**config.mk**
```make
export PLATFORM = sky130hd
export DESIGN_NAME = bsg_test_node_job_sched
export DESIGN_NICKNAME = d
export VERILOG_FILES = /design/src/rtl/bsg_test_node_pkg.sv /design/src/rtl/bsg_test_node_rr_arb.sv /design/src/rtl/bsg_test_node_job_sched.sv
export SDC_FILE = /design/constraint.sdc
export NUM_CORES = 1
export LEC_CHECK = 0
export ABC_CLOCK_PERIOD_IN_PS = 2250
export BUFFER_PORTS_ARGS = -buffer_cell sky130_fd_sc_hd__clkbuf_2
export CAP_MARGIN = 20
export CORE_AREA = 10 10 181 183
export DETAILED_ROUTE_END_ITERATION = 12
export DIE_AREA = 0 0 191 193
export GPL_ROUTABILITY_DRIVEN = 1
export HOLD_SLACK_MARGIN = 0.03
export PLACE_DENSITY_LB_ADDON = 0.05
export SLEW_MARGIN = 10
export SYNTH_ARGS = -nofsm -noshare
export SYNTH_HDL_FRONTEND = slang
export SYNTH_SLANG_ARGS = --single-unit
export TNS_END_PERCENT = 50
```
**constraint.sdc**
```tcl
create_clock -name clk_i -period 2.25 [get_ports clk_i]
set_input_delay 0.5625 -clock clk_i [delete_from_list [all_inputs] [get_ports clk_i]]
set_output_delay 0.5625 -clock clk_i [all_outputs]
set_load 0.01 [all_outputs]
```
**src/rtl/bsg_test_node_pkg.sv**
```systemverilog
// Shared types and constants for the test-node job scheduler.
package bsg_test_node_pkg;

  // Default payload width of a test-node packet.
  localparam int bsg_test_node_data_width_gp = 64;

  // Width of the client id prefix carried on ring packets.
  localparam int bsg_test_node_id_width_gp = 4;

  // Scheduler phases: waiting for a job, streaming input packets,
  // draining result packets.
  typedef enum logic [1:0] {
    IDLE = 2'd0,
    SEND = 2'd1,
    RECV = 2'd2
  } job_state_e;

endpackage

```
**src/rtl/bsg_test_node_rr_arb.sv**
```systemverilog
// Combinational round-robin arbiter: picks the first requesting index after
// last_grant_i, wrapping modulo num_req_p.
module bsg_test_node_rr_arb #(
  parameter  int num_req_p   = 4,
  localparam int id_width_lp = $clog2(num_req_p)
) (
  input  logic [num_req_p-1:0]   req_i,
  input  logic [id_width_lp-1:0] last_grant_i,
  output logic [id_width_lp-1:0] grant_o,
  output logic                   v_o
);

  // Scan the requesters in priority order starting just after the last winner.
  always_comb begin
    logic [id_width_lp-1:0] w_idx;
    // NOTE: every output of a combinational block gets a default up front so
    // no path leaves it unassigned, which would infer a latch.
    w_idx   = '0;
    grant_o = '0;
    v_o     = 1'b0;
    for (int off = 1; off <= num_req_p; off++) begin
      w_idx = id_width_lp'((int'(last_grant_i) + off) % num_req_p);
      if (!v_o && req_i[w_idx]) begin
        v_o     = 1'b1;
        grant_o = w_idx;
      end
    end
  end

endmodule

```
**src/rtl/bsg_test_node_job_sched.sv**
```systemverilog
// Time-shares one test-node engine among num_req_p requesters. A job is a
// burst of in_pkts_p packets from the granted requester followed by
// out_pkts_p results returned with that requester's id.
module bsg_test_node_job_sched
  import bsg_test_node_pkg::*;
#(
  parameter  int num_req_p    = 4,
  parameter  int data_width_p = bsg_test_node_data_width_gp,
  parameter  int in_pkts_p    = 16,
  parameter  int out_pkts_p   = 16,
  localparam int id_width_lp  = $clog2(num_req_p)
) (
  input  logic                              clk_i,
  input  logic                              reset_i,
  input  logic                              en_i,
  input  logic [num_req_p-1:0]              req_v_i,
  input  logic [num_req_p*data_width_p-1:0] req_data_i,
  output logic [num_req_p-1:0]              req_ready_o,
  output logic                              eng_v_o,
  output logic [data_width_p-1:0]           eng_data_o,
  input  logic                              eng_ready_i,
  input  logic                              eng_v_i,
  input  logic [data_width_p-1:0]           eng_data_i,
  output logic                              eng_yumi_o,
  output logic                              resp_v_o,
  output logic [data_width_p-1:0]           resp_data_o,
  output logic [id_width_lp-1:0]            resp_id_o,
  input  logic                              resp_yumi_i,
  output logic                              busy_o,
  output logic [15:0]                       jobs_done_o
);

  localparam int in_cnt_w_lp  = $clog2(in_pkts_p + 1);
  localparam int out_cnt_w_lp = $clog2(out_pkts_p + 1);
  localparam logic [in_cnt_w_lp-1:0]  in_last_lp  = in_cnt_w_lp'(in_pkts_p - 1);
  localparam logic [out_cnt_w_lp-1:0] out_last_lp = out_cnt_w_lp'(out_pkts_p - 1);

  job_state_e               r_state;
  logic [id_width_lp-1:0]   r_grant;
  logic [id_width_lp-1:0]   r_last_grant;
  logic [in_cnt_w_lp-1:0]   r_in_cnt;
  logic [out_cnt_w_lp-1:0]  r_out_cnt;
  logic [15:0]              r_jobs_done;

  logic [id_width_lp-1:0]   w_arb_grant;
  logic                     w_arb_v;
  logic                     w_in_hs;
  logic                     w_out_yumi;
  logic [data_width_p-1:0]  w_req_slice [num_req_p];

  // Unpack the flat requester payload bus into one word per requester.
  for (genvar r = 0; r < num_req_p; r++) begin : g_slice
    assign w_req_slice[r] = req_data_i[r*data_width_p +: data_width_p];
  end

  bsg_test_node_rr_arb #(
    .num_req_p (num_req_p)
  ) u_arb (
    .req_i        (req_v_i),
    .last_grant_i (r_last_grant),
    .grant_o      (w_arb_grant),
    .v_o          (w_arb_v)
  );

  // Accepted input packet and consumed result for the job in flight.
  assign w_in_hs    = (r_state == SEND) && req_v_i[r_grant] && eng_ready_i;
  assign w_out_yumi = (r_state == RECV) && eng_v_i && resp_yumi_i;

  // Job sequencing: grant in IDLE, count packets in, count results out.
  always_ff @(posedge clk_i or posedge reset_i) begin
    if (reset_i) begin
      r_state      <= IDLE;
      r_grant      <= '0;
      r_last_grant <= id_width_lp'(num_req_p - 1);
      r_in_cnt     <= '0;
      r_out_cnt    <= '0;
      r_jobs_done  <= '0;
    end else begin
      // NOTE: state registers use non-blocking assignments so every flop
      // samples pre-edge values regardless of statement order.
      case (r_state)
        IDLE: begin
          if (en_i && w_arb_v) begin
            r_grant <= w_arb_grant;
            r_state <= SEND;
          end
        end
        SEND: begin
          if (w_in_hs) begin
            if (r_in_cnt == in_last_lp) begin
              r_in_cnt <= '0;
              r_state  <= RECV;
            end else begin
              r_in_cnt <= r_in_cnt + 1'b1;
            end
          end
        end
        RECV: begin
          if (w_out_yumi) begin
            if (r_out_cnt == out_last_lp) begin
              r_out_cnt    <= '0;
              r_jobs_done  <= r_jobs_done + 16'd1;
              r_last_grant <= r_grant;
              r_state      <= IDLE;
            end else begin
              r_out_cnt <= r_out_cnt + 1'b1;
            end
          end
        end
        default: r_state <= IDLE;
      endcase
    end
  end

  // Steer the granted requester to the engine in SEND and results back in RECV.
  always_comb begin
    eng_v_o     = 1'b0;
    eng_data_o  = '0;
    req_ready_o = '0;
    eng_yumi_o  = 1'b0;
    resp_v_o    = 1'b0;
    resp_data_o = '0;
    case (r_state)
      SEND: begin
        eng_v_o              = req_v_i[r_grant];
        eng_data_o           = w_req_slice[r_grant];
        req_ready_o[r_grant] = eng_ready_i;
      end
      RECV: begin
        resp_v_o    = eng_v_i;
        resp_data_o = eng_data_i;
        eng_yumi_o  = w_out_yumi;
      end
      default: ;
    endcase
  end

  assign resp_id_o   = r_grant;
  assign busy_o      = (r_state != IDLE);
  assign jobs_done_o = r_jobs_done;

endmodule

```
Word-level counts from Yosys, hierarchy flattened:

Cells that the tools add are included.

* input bits: 330
* bits in read-only memories: 0
* RAM bits: 0
* memories kept: 0
* bits in registers: 32
* output and inout bits: 154
* word-level logic and storage cells: 87
* latch bits: 0

* mux-type cells: 37
* $lt $le $gt $ge: 7
* div/mod/pow operators: 0
* shift-type cells: 0
* reductions and logical operators: 19
* $mul: 0
* bitwise logic cells: 2
* add/sub/neg operators: 7
* equality and inequality tests: 9

Operators with widths (count)
* two-way mux 64 bit: 4
* binary-select mux 64 bit (select 2 bit): 1
* two-way mux 2 bit: 9
* adder 16 x 1 -> 16 bit (second input constant): 1
* less-than comparator 2 x 3 -> 1 bit (second input constant): 5
* two-way mux 1 bit: 13
* adder 5 x 1 -> 5 bit (second input constant): 2
* binary-select mux 1 bit (select 2 bit): 5
* equality test 5 x 4 -> 1 bit (second input constant): 2
* two-way mux 5 bit: 2
* logical AND 1 bit: 9
* != test 2 bit (second input constant): 3
* case mux 2 bit (3 select lines): 1
* AND reduction 2 bit: 3
* AND reduction 5 bit: 1
* adder 2 x 1 -> 2 bit (second input constant): 2
* adder 2 bit (second input constant): 2
* AND 4 bit: 1
* two-way mux 4 bit: 1
* != test 2 x 1 -> 1 bit (second input constant): 2
* greater-or-equal comparator 3 bit (second input constant): 1
* logical NOT 1 bit: 3
* NOT 2 -> 3 bit: 1
* AND reduction 3 bit: 1
* other kinds (6): 6

Logic depth before layout (Yosys ltp):

* depth after elaboration: 16
* mapped depth: 6
* gate-level depth less buffers: 5

Hierarchy:

From an unflattened synthesis, not the netlist that was laid out.

* cell total of the unflattened synthesis: 369
* area, all modules: 4038.9 µm²

By module, submodules not included
* bsg_test_node_job_sched: area each 3947.5 µm², times used 1, cells each 355, sequential area each 803.3 µm²
* bsg_test_node_rr_arb: area each 91.3 µm², times used 1, cells each 14, sequential area each 0.0 µm²

Worst setup path before layout:

Ideal clock, no wire load.

* path type: reg2out
* start point: register r_grant[0] (netlist: resp_id_o[0])
* end point: output port eng_data_o[47]
* slack: 0.090 ns
* path buffers: 3
* data required time: 1.688 ns
* stages on the path, launching flop included: 6
* arrival: 1.597 ns
* cell sequence: dfrtp_1 > buf_2 > buf_6 > buf_4 > mux4_2 > and2_1

* word-level cells in the longest chain between the ends: 5

RTL lines
* start, declared: line bsg_test_node_job_sched.sv:39 `logic [id_width_lp-1:0] r_grant;`
* start signal, assigned: line bsg_test_node_job_sched.sv:84 `r_grant <= w_arb_grant;`
* NOT 2 -> 3 bit (implied by the code): line bsg_test_node_job_sched.sv:126 `eng_data_o = w_req_slice[r_grant];`
* binary-select mux 64 bit (select 2 bit): line bsg_test_node_job_sched.sv:126
* two-way mux 64 bit (implied by the code) (2 in a row): line bsg_test_node_job_sched.sv:126
* two-way mux 64 bit: line bsg_test_node_job_sched.sv:123 `case (r_state)`
* end, declared: line bsg_test_node_job_sched.sv:20 `output logic [data_width_p-1:0] eng_data_o,`

No other way between the ends. The select of a mux whose other input is x is not followed.

Final worst setup path:

* start point: register r_grant[0] (netlist: resp_id_o[0])
* end point: output port eng_data_o[60]

Same word-level chain as after synthesis.

==> metrics.txt <==
outcome=complete, but fails checks; violated checks=negative setup slack; critical path data required time=1.69 ns; number of enable-type register cells in the synthesized netlist=0; Net count, final=1196; leading register cell type out of synthesis=sky130_fd_sc_hd__dfrtp_1; DRC viols=0; CTS tree=built; maximum level of the CTS H-tree=2; detailed router's first-iteration violation count=126; worst hold slack across all endpoints=0.1995 ns; period utilization=106.1%; clock root buffer=sky130_fd_sc_hd__clkbuf_16; setup repair after global routing missed its margin=yes; internal power summed over all cells=4.764 mW; final count of hold timing violations=0; area of the mapped netlist=0.004010 mm^2; standby leakage power=4.066 nW; starting utilization of the core area=13.71%; register-to-register path setup slack=0.35 ns; syn nets=710; Avg Vias per Cell=3.950; Unique masters post-synth=41; Max Cap Violations=0; half-perimeter wire length of the detailed placement result=25900 um; core area=0.02924 mm^2; clock share of power=9.0%; total iterations of the first detailed-routing run=4; data arrival time of the critical path=1.83 ns; Critical Path End Type=primary output; Slew Limit Headroom=68.48%; top cell type's share of synthesized area=36.51%; critical path class=reg -> out; top cells by area, synth=sky130_fd_sc_hd__mux4_2 (37%), sky130_fd_sc_hd__and2_1 (20%), sky130_fd_sc_hd__dfrtp_1 (19%); startpoint of the worst register-to-register path=r_state[0]; Routed WL per cell=23.76 um; min Tclk post-route=2.388 ns; routed wire length=29870 um; setup violation total in the final timing report=65; GRT overflow=0; critical path startpoint category=flip-flop; kind of path behind the tightest hold check=in -> async; instance count of the mapped netlist=377; clock insertion delay at the later pin of the skew report=0.27 ns; synthesis warning total=0; count of pins over their slew limit=0; via total after detailed routing=4965; gpl congestion=0.8627; number of synthesized register bits=32; number of cells in the finished layout apart from fillers=1257; share of layout cells above drive strength 1=74.04%; proportion of synthesized flip-flops having asynchronous set or reset=100.0%; destination of the worst register-to-register timing path=jobs_done_o[15]; CTS clk-pin slew, worst paths=0.05 ns; Fmax achieved=418.7 MHz; fraction of power spent switching nets=38.42%; via count of the first global-routing pass=5082; die footprint=0.03686 mm^2; number of cell instances on the worst register-to-register path=4; CP startpoint=resp_id_o[0]; die boundary height=193 um; cell type contributing the most total cell area after synthesis=sky130_fd_sc_hd__mux4_2; worst clock skew=0.004484 ns; register area share after synthesis=20.03%; transition time at the pin with the least slew margin=0.4692 ns; largest fanout of any net on the critical path=5; total global routing track utilization=14.33%; number of placement rows=63; cell with the most instances after synthesis=sky130_fd_sc_hd__and2_1; logic gate share of total power=81.1%; Setup Slack @ Placement=0.08686 ns; remaining number of nets flagged by the antenna check after routing=0; Max clock buf depth=2; Max IR drop VDD=0.3521 mV; number of I/O port buffers=483; power share of the sequential group=9.9%; number of sinks driven by the clock tree=32; most common library cells after synthesis=sky130_fd_sc_hd__and2_1 (130), sky130_fd_sc_hd__mux4_2 (65), sky130_fd_sc_hd__dfrtp_1 (30); global-route wire length before repair=38680 um; power density over cell area=1003 mW/mm^2; largest net degree at the start of global routing=66; sw power=2.972 mW; Syn-to-layout area delta=92.32%; Inst Count DP=1235; ports placed on the boundary=484; slack of the critical path=-0.1384 ns; mean instance size in the synthesized netlist=10.64 um^2; Die Wd=191 um; total CTS buffers=5; number of antenna violations at the first check in global routing=3
## power groups by stage
stage	combinational, mW	clock (mW)	sequential, mW
6_report	6.27	0.697	0.766
5_1_grt	6.70	0.751	0.784
4_1_cts	5.07	0.733	0.773
3_5_place_dp	4.95	0	0.775
3_3_place_gp	5.00	0	0.781
2_1_floorplan	2.88	0	0.697
## sequential cells by signal, indices dropped and copies added (netlist names)
| signal | count |
|---|---|
| resp_id_o | 2 |
| r_in_cnt | 5 |
| r_state | 2 |
| r_last_grant | 2 |
| r_out_cnt | 5 |
| jobs_done_o | 16 |
## worst max-delay path, stage by stage (launching register included)
cell                        delay [ns]
sky130_fd_sc_hd__dfrtp_4          0.45
sky130_fd_sc_hd__buf_6            0.14
sky130_fd_sc_hd__clkbuf_16        0.15
sky130_fd_sc_hd__mux4_2           0.49
sky130_fd_sc_hd__and2_1           0.16
sky130_fd_sc_hd__buf_2            0.15
## stage by stage
step                      power (mW)  util [%]  instance area [um^2]  TNS, ns
after floorplan                3.579         -                  4010        0
after global placement         5.777     23.97                  7010        0
after detailed placement       5.727     23.97                  7010        0
after CTS                      6.576     24.61                  7197   -10.28
after global routing           8.230     26.36                  7710   -10.97
final                          7.736     26.37                  7712   -6.647
## cells by family (layout without fill, tap and decap cells)
kind of cell | Yosys count | in the layout | share of synthesized area [%]
simple gates | 197 | 197 | 30.11
mux | 67 | 67 | 37.07
buf+inv | 37 | 523 | 4.118
flops | 32 | 32 | 20.03
compound gates | 24 | 24 | 4.025
xor+xnor | 17 | 17 | 3.713
fa+ha+maj | 3 | 3 | 0.9361
other cells | 0 | 4 | 0
## worst max path at each step
stage / slack, ns / depth (start not counted) / to
after floorplan: 0.09 / 5 / eng_data_o[47]
after global placement: 0.09 / 4 / eng_data_o[30]
after detailed placement: 0.09 / 4 / eng_data_o[30]
after CTS: -0.20 / 4 / eng_data_o[20]
after global routing: -0.20 / 5 / eng_data_o[29]
final: -0.14 / 5 / eng_data_o[60]
## metal layers
layer,GRT usage [%],wire (um)
met5,0,0
met4,2.302,187
met3,3.885,2282
met2,27.54,16460
met1,15.50,10940
## cells in the final DEF, fill, tap and decap left out, types with 2 or more instances in the layout
master	n
sky130_fd_sc_hd__o31ai_1	2
sky130_fd_sc_hd__a21o_1	2
sky130_fd_sc_hd__o21ai_0	8
sky130_fd_sc_hd__clkbuf_16	9
sky130_fd_sc_hd__nand2b_1	3
sky130_fd_sc_hd__dfstp_2	2
sky130_fd_sc_hd__nor4_4	2
sky130_fd_sc_hd__xor2_1	4
sky130_fd_sc_hd__xnor2_1	13
sky130_fd_sc_hd__diode_2	4
sky130_fd_sc_hd__a21oi_1	4
sky130_fd_sc_hd__buf_6	38
sky130_fd_sc_hd__nand4_1	4
sky130_fd_sc_hd__mux4_2	65
sky130_fd_sc_hd__dfrtp_2	2
sky130_fd_sc_hd__buf_2	7
sky130_fd_sc_hd__nor2_1	4
sky130_fd_sc_hd__buf_4	6
sky130_fd_sc_hd__ha_1	3
sky130_fd_sc_hd__nand3_1	11
sky130_fd_sc_hd__nor3b_1	2
sky130_fd_sc_hd__or2_2	2
sky130_fd_sc_hd__dfrtp_1	26
sky130_fd_sc_hd__dfrtp_4	2
sky130_fd_sc_hd__and2_1	91
sky130_fd_sc_hd__buf_12	10
sky130_fd_sc_hd__o21a_1	2
sky130_fd_sc_hd__mux2_2	2
sky130_fd_sc_hd__inv_1	6
sky130_fd_sc_hd__and2_4	39
sky130_fd_sc_hd__nor3_1	8
sky130_fd_sc_hd__clkbuf_2	442
sky130_fd_sc_hd__clkbuf_8	3
sky130_fd_sc_hd__nand2_1	22
## repair_timing
action	in CTS	in global routing
hold buffers	0	0
setup endpoints to repair	65	70
setup buffers	0	5
gates resized for setup	10	143
endpoints found under the hold margin	0	0
pin swaps	3	8
cloned	0	6
## cell type report
| cell class | instances | area, um^2 |
|---|---|---|
| multi-input cells | 308 | 3149 |
| inverters | 6 | 22.52 |
| well taps | 390 | 488.0 |
| flip-flops and latches | 32 | 813.3 |
| diodes | 4 | 10.01 |
| repair buffers | 510 | 3077 |
| clock buffers | 7 | 152.6 |
| fillers | 3239 | 21530 |
No activity file was read; power rests on OpenSTA's default activity.
